<file path="config.mk">
export PLATFORM = sky130hd
export DESIGN_NAME = mips_mc_ctrl
export DESIGN_NICKNAME = d
export VERILOG_FILES = /design/src/rtl/mips_mc_pkg.sv /design/src/rtl/mips_mc_dec.sv /design/src/rtl/mips_mc_ctrl.sv
export SDC_FILE = /design/constraint.sdc
export NUM_CORES = 1
export LEC_CHECK = 0
export CAP_MARGIN = 20
export CORE_MARGIN = 3
export CORE_UTILIZATION = 33
export CTS_CLUSTER_SIZE = 14
export DETAILED_ROUTE_END_ITERATION = 8
export GPL_TIMING_DRIVEN = 0
export PLACE_DENSITY = 0.77
export SYNTH_ARGS = -nofsm -noshare
export SYNTH_HDL_FRONTEND = slang
export SYNTH_SLANG_ARGS = --single-unit
</file>
<file path="constraint.sdc">
create_clock -name clk -period 1.7 [get_ports clk]
set_clock_uncertainty 0.15 [all_clocks]
set_input_delay 0.255 -clock clk [delete_from_list [all_inputs] [get_ports clk]]
set_output_delay 0.255 -clock clk [all_outputs]
set_load 0.005 [all_outputs]
</file>
<file path="src/rtl/mips_mc_pkg.sv">
// Shared encodings for the multi-cycle MIPS control unit: FSM states,
// opcode/funct constants, datapath select codes and the decoded-instruction payload.
package mips_mc_pkg;

    localparam int unsigned OP_W    = 6;
    localparam int unsigned FUNCT_W = 6;
    localparam int unsigned ST_W    = 4;

    typedef enum logic [ST_W-1:0] {
        S_FETCH  = 4'd0,
        S_DECODE = 4'd1,
        S_MA     = 4'd2,
        S_MR     = 4'd3,
        S_MWB    = 4'd4,
        S_MW     = 4'd5,
        S_EXE    = 4'd6,
        S_RWB    = 4'd7,
        S_BR     = 4'd8,
        S_JMP    = 4'd9
    } state_e;

    localparam logic [OP_W-1:0] OP_RTYPE = 6'h00;
    localparam logic [OP_W-1:0] OP_J     = 6'h02;
    localparam logic [OP_W-1:0] OP_JAL   = 6'h03;
    localparam logic [OP_W-1:0] OP_BEQ   = 6'h04;
    localparam logic [OP_W-1:0] OP_ORI   = 6'h0D;
    localparam logic [OP_W-1:0] OP_LUI   = 6'h0F;
    localparam logic [OP_W-1:0] OP_LW    = 6'h23;
    localparam logic [OP_W-1:0] OP_SW    = 6'h2B;

    localparam logic [FUNCT_W-1:0] FN_JR   = 6'h08;
    localparam logic [FUNCT_W-1:0] FN_ADDU = 6'h21;
    localparam logic [FUNCT_W-1:0] FN_SUBU = 6'h23;

    localparam logic [1:0] RD_RT = 2'd0;
    localparam logic [1:0] RD_RD = 2'd1;
    localparam logic [1:0] RD_RA = 2'd2;

    localparam logic [1:0] WD_ALU = 2'd0;
    localparam logic [1:0] WD_DM  = 2'd1;
    localparam logic [1:0] WD_PC  = 2'd2;

    localparam logic [1:0] EXT_ZERO = 2'd0;
    localparam logic [1:0] EXT_SIGN = 2'd1;
    localparam logic [1:0] EXT_LUI  = 2'd2;

    localparam logic [2:0] ALU_ADD = 3'd0;
    localparam logic [2:0] ALU_SUB = 3'd1;
    localparam logic [2:0] ALU_OR  = 3'd2;

    localparam logic [1:0] NPC_PC4  = 2'd0;
    localparam logic [1:0] NPC_BR   = 2'd1;
    localparam logic [1:0] NPC_JUMP = 2'd2;
    localparam logic [1:0] NPC_JR   = 2'd3;

    typedef enum logic [2:0] {
        CLS_ILL    = 3'd0,
        CLS_MEM_LD = 3'd1,
        CLS_MEM_ST = 3'd2,
        CLS_RTYPE  = 3'd3,
        CLS_ITYPE  = 3'd4,
        CLS_BR     = 3'd5,
        CLS_JUMP   = 3'd6
    } cls_e;

    // Decoded instruction: class plus the EXE/JMP selects it implies
    typedef struct packed {
        cls_e       cls;
        logic [2:0] alu_op;
        logic       alu_srcb;
        logic [1:0] ext_op;
        logic [1:0] jmp_npc;
        logic       link;
    } dec_t;

endpackage

</file>
<file path="src/rtl/mips_mc_dec.sv">
// Combinational opcode/funct decoder: maps the instruction register fields
// to an instruction class and the ALU/extender/NPC selects for EXE and JMP.
module mips_mc_dec
    import mips_mc_pkg::*;
(
    input  logic [OP_W-1:0]    op_i,
    input  logic [FUNCT_W-1:0] funct_i,
    output dec_t               dec_o_c
);

    always_comb begin
        dec_o_c          = '0;
        dec_o_c.cls      = CLS_ILL;
        dec_o_c.alu_op   = ALU_ADD;
        dec_o_c.alu_srcb = 1'b0;
        dec_o_c.ext_op   = EXT_ZERO;
        dec_o_c.jmp_npc  = NPC_JUMP;
        dec_o_c.link     = 1'b0;
        case (op_i)
            OP_LW:  dec_o_c.cls = CLS_MEM_LD;
            OP_SW:  dec_o_c.cls = CLS_MEM_ST;
            OP_RTYPE: begin
                case (funct_i)
                    FN_ADDU: begin
                        dec_o_c.cls    = CLS_RTYPE;
                        dec_o_c.alu_op = ALU_ADD;
                    end
                    FN_SUBU: begin
                        dec_o_c.cls    = CLS_RTYPE;
                        dec_o_c.alu_op = ALU_SUB;
                    end
                    FN_JR: begin
                        dec_o_c.cls     = CLS_JUMP;
                        dec_o_c.jmp_npc = NPC_JR;
                    end
                    default: dec_o_c.cls = CLS_ILL;
                endcase
            end
            OP_ORI: begin
                dec_o_c.cls      = CLS_ITYPE;
                dec_o_c.alu_op   = ALU_OR;
                dec_o_c.alu_srcb = 1'b1;
                dec_o_c.ext_op   = EXT_ZERO;
            end
            // lui relies on rs=$0, so add yields imm<<16
            OP_LUI: begin
                dec_o_c.cls      = CLS_ITYPE;
                dec_o_c.alu_op   = ALU_ADD;
                dec_o_c.alu_srcb = 1'b1;
                dec_o_c.ext_op   = EXT_LUI;
            end
            OP_BEQ: dec_o_c.cls = CLS_BR;
            OP_J: begin
                dec_o_c.cls     = CLS_JUMP;
                dec_o_c.jmp_npc = NPC_JUMP;
            end
            OP_JAL: begin
                dec_o_c.cls     = CLS_JUMP;
                dec_o_c.jmp_npc = NPC_JUMP;
                dec_o_c.link    = 1'b1;
            end
            default: dec_o_c.cls = CLS_ILL;
        endcase
    end

endmodule

</file>
<file path="src/rtl/mips_mc_ctrl.sv">
// Multi-cycle MIPS control FSM (IF/ID/EX/MEM/WB) driving datapath enables and selects.
// Optional MIPS_MC_MEM_WAIT_EN: MR/MW stall until dm_ready.
module mips_mc_ctrl
    import mips_mc_pkg::*;
(
    input  logic               clk,
    input  logic               rst,
    input  logic [OP_W-1:0]    op,
    input  logic [FUNCT_W-1:0] funct,
    input  logic               zero,
    input  logic               dm_ready,
    output logic               pc_wr,
    output logic               ir_wr,
    output logic               gpr_wr,
    output logic               dm_wr,
    output logic [1:0]         reg_dst,
    output logic [1:0]         wd_sel,
    output logic               alu_srcb,
    output logic [1:0]         ext_op,
    output logic [2:0]         alu_op,
    output logic [1:0]         npc_op,
    output logic               illegal,
    output logic [ST_W-1:0]    state
);

    state_e state_q;
    state_e state_d;
    dec_t   dec;
    logic   mem_done;

    mips_mc_dec u_dec (
        .op_i    (op),
        .funct_i (funct),
        .dec_o_c (dec)
    );

`ifdef MIPS_MC_MEM_WAIT_EN
    assign mem_done = dm_ready;
`else
    logic unused_dm_ready;
    assign unused_dm_ready = dm_ready;
    assign mem_done        = 1'b1;
`endif

    always_ff @(posedge clk) begin
        if (rst) begin
            state_q <= S_FETCH;
        end else begin
            state_q <= state_d;
        end
    end

    assign state = ST_W'(state_q);

    // Next state and Moore outputs; reset forces everything idle in the same cycle
    always_comb begin
        state_d  = state_q;
        pc_wr    = 1'b0;
        ir_wr    = 1'b0;
        gpr_wr   = 1'b0;
        dm_wr    = 1'b0;
        reg_dst  = RD_RT;
        wd_sel   = WD_ALU;
        alu_srcb = 1'b0;
        ext_op   = EXT_ZERO;
        alu_op   = ALU_ADD;
        npc_op   = NPC_PC4;
        illegal  = 1'b0;
        if (!rst) begin
            case (state_q)
                S_FETCH: begin
                    pc_wr   = 1'b1;
                    ir_wr   = 1'b1;
                    npc_op  = NPC_PC4;
                    state_d = S_DECODE;
                end
                S_DECODE: begin
                    case (dec.cls)
                        CLS_MEM_LD, CLS_MEM_ST: state_d = S_MA;
                        CLS_RTYPE, CLS_ITYPE:   state_d = S_EXE;
                        CLS_BR:                 state_d = S_BR;
                        CLS_JUMP:               state_d = S_JMP;
                        default: begin
                            illegal = 1'b1;
                            state_d = S_FETCH;
                        end
                    endcase
                end
                S_MA: begin
                    alu_srcb = 1'b1;
                    ext_op   = EXT_SIGN;
                    alu_op   = ALU_ADD;
                    state_d  = (dec.cls == CLS_MEM_ST) ? S_MW : S_MR;
                end
                // Address path held stable for the whole memory access
                S_MR: begin
                    alu_srcb = 1'b1;
                    ext_op   = EXT_SIGN;
                    alu_op   = ALU_ADD;
                    if (mem_done) begin
                        state_d = S_MWB;
                    end
                end
                S_MWB: begin
                    alu_srcb = 1'b1;
                    ext_op   = EXT_SIGN;
                    alu_op   = ALU_ADD;
                    gpr_wr   = 1'b1;
                    reg_dst  = RD_RT;
                    wd_sel   = WD_DM;
                    state_d  = S_FETCH;
                end
                S_MW: begin
                    alu_srcb = 1'b1;
                    ext_op   = EXT_SIGN;
                    alu_op   = ALU_ADD;
                    dm_wr    = 1'b1;
                    if (mem_done) begin
                        state_d = S_FETCH;
                    end
                end
                S_EXE: begin
                    alu_srcb = dec.alu_srcb;
                    ext_op   = dec.ext_op;
                    alu_op   = dec.alu_op;
                    state_d  = S_RWB;
                end
                // ALU result is written straight from the ALU, so keep its controls
                S_RWB: begin
                    alu_srcb = dec.alu_srcb;
                    ext_op   = dec.ext_op;
                    alu_op   = dec.alu_op;
                    gpr_wr   = 1'b1;
                    wd_sel   = WD_ALU;
                    reg_dst  = (dec.cls == CLS_RTYPE) ? RD_RD : RD_RT;
                    state_d  = S_FETCH;
                end
                S_BR: begin
                    alu_op   = ALU_SUB;
                    alu_srcb = 1'b0;
                    npc_op   = NPC_BR;
                    pc_wr    = zero;
                    state_d  = S_FETCH;
                end
                S_JMP: begin
                    pc_wr   = 1'b1;
                    npc_op  = dec.jmp_npc;
                    if (dec.link) begin
                        gpr_wr  = 1'b1;
                        reg_dst = RD_RA;
                        wd_sel  = WD_PC;
                    end
                    state_d = S_FETCH;
                end
                default: state_d = S_FETCH;
            endcase
        end
    end

endmodule

</file>
==> results of run 1 <==
[cell type report]
type,instances,area (µm²)
Multi-Input combinational cell,60,594
Timing Repair Buffer,58,473
Fill cell,55,114
Sequential cell,4,92.6
Buffer,4,52.6
Clock buffer,3,22.5
Tap cell,15,18.8
Inverter,2,15.0
[cell families after synthesis]
kind of cell              share of synthesized area [%]
AOI/OAI and AO/OA                                  21.5
other                                             0.733
xor gates and xnor gates                           3.42
buffers and inverters                              8.56
DFF                                                15.6
and+or+nand+nor                                    50.1
[worst min-delay path by stage]
stage,startpoint,endpoint,depth (start not counted)
2_1_floorplan,op[5],state[3],2
3_3_place_gp,state[0],state[2],3
3_5_place_dp,state[0],state[2],3
4_1_cts,op[5],state[3],3
5_1_grt,op[5],state[3],3
6_report,op[5],state[3],3
[cells in the mapped netlist]
master	n
sky130_fd_sc_hd__o31ai_1	1
sky130_fd_sc_hd__conb_1	1
sky130_fd_sc_hd__nand4_1	1
sky130_fd_sc_hd__nor3b_1	2
sky130_fd_sc_hd__or2_0	1
sky130_fd_sc_hd__o21ai_0	5
sky130_fd_sc_hd__nand2_2	1
sky130_fd_sc_hd__nor4b_2	1
sky130_fd_sc_hd__buf_2	1
sky130_fd_sc_hd__clkbuf_2	1
sky130_fd_sc_hd__nor4_1	1
sky130_fd_sc_hd__xnor2_1	1
sky130_fd_sc_hd__xor2_1	1
sky130_fd_sc_hd__nor3_1	6
sky130_fd_sc_hd__o211ai_1	1
sky130_fd_sc_hd__or3_4	1
sky130_fd_sc_hd__a211oi_1	1
sky130_fd_sc_hd__and3b_1	1
sky130_fd_sc_hd__nor4_2	1
sky130_fd_sc_hd__a221oi_1	1
sky130_fd_sc_hd__buf_4	1
sky130_fd_sc_hd__o21bai_1	1
sky130_fd_sc_hd__and3_2	2
sky130_fd_sc_hd__clkbuf_1	2
sky130_fd_sc_hd__a21bo_2	1
sky130_fd_sc_hd__nor2b_1	1
sky130_fd_sc_hd__nand2_1	5
sky130_fd_sc_hd__and3_1	4
sky130_fd_sc_hd__a2111oi_2	1
sky130_fd_sc_hd__o22ai_1	1
sky130_fd_sc_hd__nand3_1	3
sky130_fd_sc_hd__a21oi_1	3
sky130_fd_sc_hd__dfxtp_1	4
sky130_fd_sc_hd__buf_6	1
sky130_fd_sc_hd__nor2_1	8
sky130_fd_sc_hd__and2_2	1
sky130_fd_sc_hd__inv_1	2
sky130_fd_sc_hd__nor4_4	1
[worst min-delay path, cell delays in order]
cell,delay (ns)
sky130_fd_sc_hd__buf_6,0.10
sky130_fd_sc_hd__a2111oi_4,0.04
sky130_fd_sc_hd__nor2b_1,0.12
[through the flow]
| stage | power [mW] | setup WS, ns |
|---|---|---|
| 2_1_floorplan | 0.148 | 0.0303 |
| 3_3_place_gp | 0.213 | -0.894 |
| 3_5_place_dp | 0.214 | -0.910 |
| 4_1_cts | 0.349 | -0.254 |
| 5_1_grt | 0.414 | -0.256 |
| 6_report | 0.396 | -0.206 |
[repair_timing]
| action | in CTS | in global routing |
|---|---|---|
| endpoints found under the setup margin | 18 | 13 |
| setup buffers | 13 | 12 |
| gates resized for setup | 131 | 46 |
| pin swaps | 18 | 20 |
| cloned | 0 | 0 |
[power by group through the flow]
stage / clock network, mW / logic (mW) / registers (mW)
floorplan: 0 / 0.0469 / 0.101
global placement: 0 / 0.111 / 0.102
detailed placement: 0 / 0.112 / 0.102
CTS: 0.125 / 0.125 / 0.0994
global route: 0.135 / 0.178 / 0.102
finish: 0.126 / 0.169 / 0.102
[layer usage]
layer / vias up / wire length (µm) / global-route usage [%]
met5: - / 0 / 0
li1: 388 / - / -
met1: 409 / 1210 / 29.8
met4: 0 / 85 / 9.36
met3: 12 / 249 / 5.93
met2: 53 / 1440 / 33.4
==> results.md, run 1 <==
• 74.0% — ratio of cells with drive above 1 in the final layout
• 1260 µm — placed wire-length estimate
• 0.161 ns — tightest hold margin
• 0.262 mW — cell-internal power
• 22.3% — GRT Total Usage
• -0.206 ns — min setup slack post-route
• 4 — CTS sink cnt
• 91.8% — utilization after layout
• 37.0% — effective utilization at floorplan
• 33.9% — fraction of power spent switching nets
• 0 — hold buffer count at cts
• 0.34 ns — Slowest Stage Delay on Critical Path
• 0.574 nW — LEAKAGE
• sky130_fd_sc_hd__dfxtp_4 — critical path's slowest cell
• 11 — largest net degree at the start of global routing
• 37 — num ports
• 13 — Final setup violation count
• 1 — number of buffer and inverter instances along the worst setup path
• 45.4 µm — DIE HEIGHT
• simple AND/OR/NAND/NOR gates — kind of cell with the highest combined delay on the critical path
• 0 — post-route DRC violation count
• 13 — row cnt
• sky130_fd_sc_hd__clkbuf_4 — library cell used as clock root buffer
• 33 — input/output buffers
• 0 — Remaining Overflow, GRT
• 20.4 µm — per-cell routed wire length
• 1.29 ns — data required time of the worst path
• state[1] — FF-to-FF End
• done — clock tree from TritonCTS
• 0.25 ns — clock latency of the later-clocked register in the worst-skew pair
• 0.04 ns — Reg clk slew, reported paths
• 0.399 mV — Max rail drop VDD
• 2980 µm — total wirelength of the detailed-routed design
• 17 — count of routing violations after the opening detailed-route iteration
• 3430 µm — wire length of the first global-routing pass
• 120 — count of placed standard cells including taps
• state[3] — Crit Reg-Reg Startpoint
• 38 — number of distinct library cells after synthesis
• 23 x sky130_fd_sc_hd__buf_4, 12 x sky130_fd_sc_hd__buf_2, 10 x sky130_fd_sc_hd__buf_6 — top library cells by usage in the layout, fill and taps aside
• 146 — post-layout instance count excluding filler cells
• 4 — FF+latch count, synth
• finished with violations — run status
• 148% — Synth-to-Final Area Change
• or2_4 -> or3_4 -> nor3b_2 -> buf_2 — worst-path cell chain
• 4 — worst reg2reg path depth
• 0.22 ns — register-to-register path setup slack
• 0.525 GHz — max frequency
• 0 — antenna violation net count after detailed routing
• 1.91 ns — Min Clock Period, post-route
• flop to primary output — critical path class
• 4 — number of flip-flops in the largest register
• yes — RSZ-0062 raised after global routing
• 3 — Num CTS Buffers
• sky130_fd_sc_hd__dfxtp_1 16%, sky130_fd_sc_hd__nor3_1 5.9%, sky130_fd_sc_hd__nor2_1 5.9%, sky130_fd_sc_hd__and3_1 4.9%, sky130_fd_sc_hd__o21ai_0 4.9% — cell types occupying the most area after synthesis
• 0 — initial antenna violation count
• 149 — net total in the final layout
• 861 µm² — area of placed instances
• 0 — reported max-cap violation count
• 4 — top fanout value on the critical path
• 739 — vias in the first global route
• 512 µm² — synthesized area
• negative setup slack — failing checks
• 0 — count of yosys warnings during synthesis
• illegal — crit path capture
• 45.4 µm — chip width
• 0 — final max-slew violation count
• 42.6% — logic gate share of total power
• 1.50 ns — Worst Path Arrival
• 5.90 — via-per-instance ratio
• 4 — Crit path depth
• 312 nW/µm² — power density of the placed cells
• sky130_fd_sc_hd__buf_4 — most common cell after layout, fill and taps aside
• 0 — endpoints failing hold
• 1270 µm² — final instance area
• primary output — element type at the critical path end
• -1.27 ns — Fin Setup TNS
• 1 — number of H-tree levels
• flop — Startpoint Class
• 88 — number of nets in the synthesized netlist
• state[3] — Critical path origin
• 1380 µm² — core box area
• 7.11 µm² — Mean Syn Cell Area
• 0 — antenna fix cells
• 112% — final clock period utilization by the worst path
• 0.134 mW — net switching power
• 15.6% — proportion of synthesized chip area in sequential cells
• 15.6% — post-synth top area share
• 0.763 — final weighted congestion of routability-driven global placement
• 2060 µm² — full die area
• sky130_fd_sc_hd__dfxtp_1 — cell taking the most area after synthesis
• 31.8% — part of the power in the clock network
• 4 — number of detailed-route iterations in the first pass
• 862 — detailed-route via count
• input pin to flop — path category of the worst min-delay check
• 72 — Gate Count Post-Synth
• 2 — maximum number of buffers from clock root to sink
• 25.7% — sequential share of power
Note: power is estimated with default switching activity, not from simulation.
==> inputs of run 2 (changes only) <==
--- a/config.mk
+++ b/config.mk
@@ -6,12 +6,12 @@
 export NUM_CORES = 1
 export LEC_CHECK = 0
 export CAP_MARGIN = 20
-export CORE_MARGIN = 3
-export CORE_UTILIZATION = 33
+export CORE_AREA = 3 3 40 42
 export CTS_CLUSTER_SIZE = 14
 export DETAILED_ROUTE_END_ITERATION = 8
+export DIE_AREA = 0 0 43 45
+export DONT_BUFFER_PORTS = 1
 export GPL_TIMING_DRIVEN = 0
-export PLACE_DENSITY = 0.77
 export SYNTH_ARGS = -nofsm -noshare
 export SYNTH_HDL_FRONTEND = slang
 export SYNTH_SLANG_ARGS = --single-unit
==> run 2 against run 1 <==
The run still ends with negative setup slack left. Final area decreased by 49%. Global-route usage decreased by 6.7 points. Count of clock-buffer cells in the layout unchanged. First-iteration DRC count decreased by 65%.
==> results.md, run 2 (synthesis gave the netlist of run 1 again) <==
• 108% — final clock period utilization by the worst path, -4.4 points
• 50.2% — utilization after layout, -42 points
• 1.43 ns — Worst Path Arrival, -0.07 ns
• 0.229 nW — LEAKAGE, -60%
• 37 — num ports, unchanged
• yes — RSZ-0062 raised after global routing
• 0 — antenna violation net count after detailed routing, unchanged
• 0.23 ns — clock latency of the later-clocked register in the worst-skew pair, -0.02 ns
• 15.7 µm — per-cell routed wire length, -23%
• 5 — Crit path depth, +1
• simple AND/OR/NAND/NOR gates — kind of cell with the highest combined delay on the critical path
• input pin to flop — path category of the worst min-delay check
• negative setup slack — failing checks
• 13 — row cnt, unchanged
• 15.6% — GRT Total Usage, -6.7 points
• 1280 µm² — core box area, -7.1%
• 42.9% — ratio of cells with drive above 1 in the final layout, -31 points
• 0.746 — final weighted congestion of routability-driven global placement, -2.3%
• 4 — CTS sink cnt, unchanged
• 0.18 ns — register-to-register path setup slack, -0.04 ns
• 1.29 ns — data required time of the worst path, about the same
• 5.91 — via-per-instance ratio, +0.15%
• 3 — Num CTS Buffers, unchanged
• 45 µm — DIE HEIGHT, -0.84%
• primary output — element type at the critical path end
• 546 — vias in the first global route, -26%
• 0 — antenna fix cells, unchanged
• 0.546 GHz — max frequency, +4.1%
• -0.131 ns — min setup slack post-route, +0.0752 ns
• 1 — number of H-tree levels, unchanged
• 43 µm — chip width, -5.2%
• 95 — net total in the final layout, -36%
• 1.83 ns — Min Clock Period, post-route, -0.0752 ns
• sky130_fd_sc_hd__clkbuf_4 — library cell used as clock root buffer
• state[3] — sink of the worst hold path
• 26.2% — Synth-to-Final Area Change
• 544 — detailed-route via count, -37%
• 0 — Remaining Overflow, GRT, unchanged
• 0 — final max-slew violation count, unchanged
• 11 — largest net degree at the start of global routing, unchanged
• 1940 µm² — full die area, -6.0%
• 0 — input/output buffers, -100%
• state[1] — FF-to-FF End
• 0.233 mV — Max rail drop VDD, -42%
• buf_6 -> inv_2 -> nand2_4 -> or3_4 -> nor3b_4 — worst-path cell chain
• 39.8% — effective utilization at floorplan, +2.8 points
• state[1] — Crit Reg-Reg Startpoint
• 2 — Final setup violation count, -11
• 136 — final-layout fill cell count, +150%
• -0.140 ns — Fin Setup TNS, +1.13 ns
• 0.36 ns — Slowest Stage Delay on Critical Path, +0.02 ns
• op[5] — source of the worst hold timing path
• 0.04 ns — Reg clk slew, reported paths, about the same
• 0 — initial antenna violation count, unchanged
• flop to primary output — critical path class
• 2 — number of buffer and inverter instances along the worst setup path, +1
• done — clock tree from TritonCTS
• 6 — count of routing violations after the opening detailed-route iteration, -11
• 4 — number of detailed-route iterations in the first pass, unchanged
• 7 x sky130_fd_sc_hd__nor2_1, 5 x sky130_fd_sc_hd__clkbuf_4, 5 x sky130_fd_sc_hd__nor3_1 — top library cells by usage in the layout, fill and taps aside
• finished with violations — run status
• flop — Startpoint Class
• 0 — reported max-cap violation count, unchanged
• 2 — maximum number of buffers from clock root to sink, unchanged
• sky130_fd_sc_hd__nor2_1 — most common cell after layout, fill and taps aside
• 1080 µm — placed wire-length estimate, -14%
• 1440 µm — total wirelength of the detailed-routed design, -52%
• 445 nW/µm² — power density of the placed cells, +43%
• 0 — endpoints failing hold, unchanged
• sky130_fd_sc_hd__or3_4 — critical path's slowest cell
• 6 — worst reg2reg path depth, +2
• 0 — post-route DRC violation count, unchanged
• 8 — top fanout value on the critical path, +4
• 2350 µm — wire length of the first global-routing pass, -32%
• 2 — hold depth, -1
• 4 — number of flip-flops in the largest register, unchanged
## run 2: how the worst max path moves through the flow
stage                          to  startpoint  slack, ns
after floorplan           illegal    state[1]       0.03
after global placement    illegal    state[1]      -0.15
after detailed placement  illegal    state[1]      -0.13
after CTS                 illegal    state[3]      -0.16
after global routing      illegal    state[1]      -0.20
final                     illegal    state[1]      -0.13
## run 2: metal layers
layer	track usage (%)	share of wire (%)	vias up
met5	0	0	-
met4	7.83	0	0
met3	5.18	8.9	0
met2	26.0	49	28
met1	18.0	42	240
li1	-	-	276
## run 2: cell type report
| cell class | instances | area [µm²] | share of cell area, % |
|---|---|---|---|
| multi-input cells | 60 | 444 | 68.8 |
| flip-flops and latches | 4 | 85.1 | 13.2 |
| plain buffers | 5 | 45.0 | 6.98 |
| clock buffers | 3 | 22.5 | 3.49 |
| repair buffers | 3 | 22.5 | 3.49 |
| well taps | 15 | 18.8 | 2.91 |
| inverters | 2 | 7.51 | 1.16 |
## run 2: what timing repair did
action,in CTS,in global routing
resized for setup,15,11
pin swaps,3,3
endpoints found under the setup margin,12,9
gates cloned,0,0
buffers inserted,3,0
hold buffers,0,0
## run 2: power breakdown
part / internal, mW / total, mW / switching [mW] / leakage [nW]
Clock: 0.0788 / 0.116 / 0.0375 / 0.0138
Combinational: 0.0342 / 0.0702 / 0.0359 / 0.182
Sequential: 0.0961 / 0.101 / 0.00499 / 0.0336
Total: 0.209 / 0.288 / 0.0784 / 0.229
## run 2: through the flow
step / cell area, µm² / instances / setup slack [ns] / hold slack [ns] / total power [mW]
final: 646 / 92 / -0.131 / 0.0611 / 0.288
after detailed placement: 531 / 87 / -0.130 / 0.299 / 0.157
after global placement: 531 / 87 / -0.151 / 0.305 / 0.157
after global routing: 646 / 92 / -0.198 / 0.0484 / 0.313
after floorplan: 512 / 72 / 0.0303 / 0.287 / 0.148
after CTS: 621 / 93 / -0.162 / 0.0510 / 0.292
## run 2: worst reg2reg max path, delay by kind of cell, from the launching register on
kind                   cells  cell delay (ns)
AO/OA/AOI/OAI              1             0.16
buffers and inverters      3             0.38
flip-flops                 1             0.32
AND/OR/NAND/NOR            2             0.44
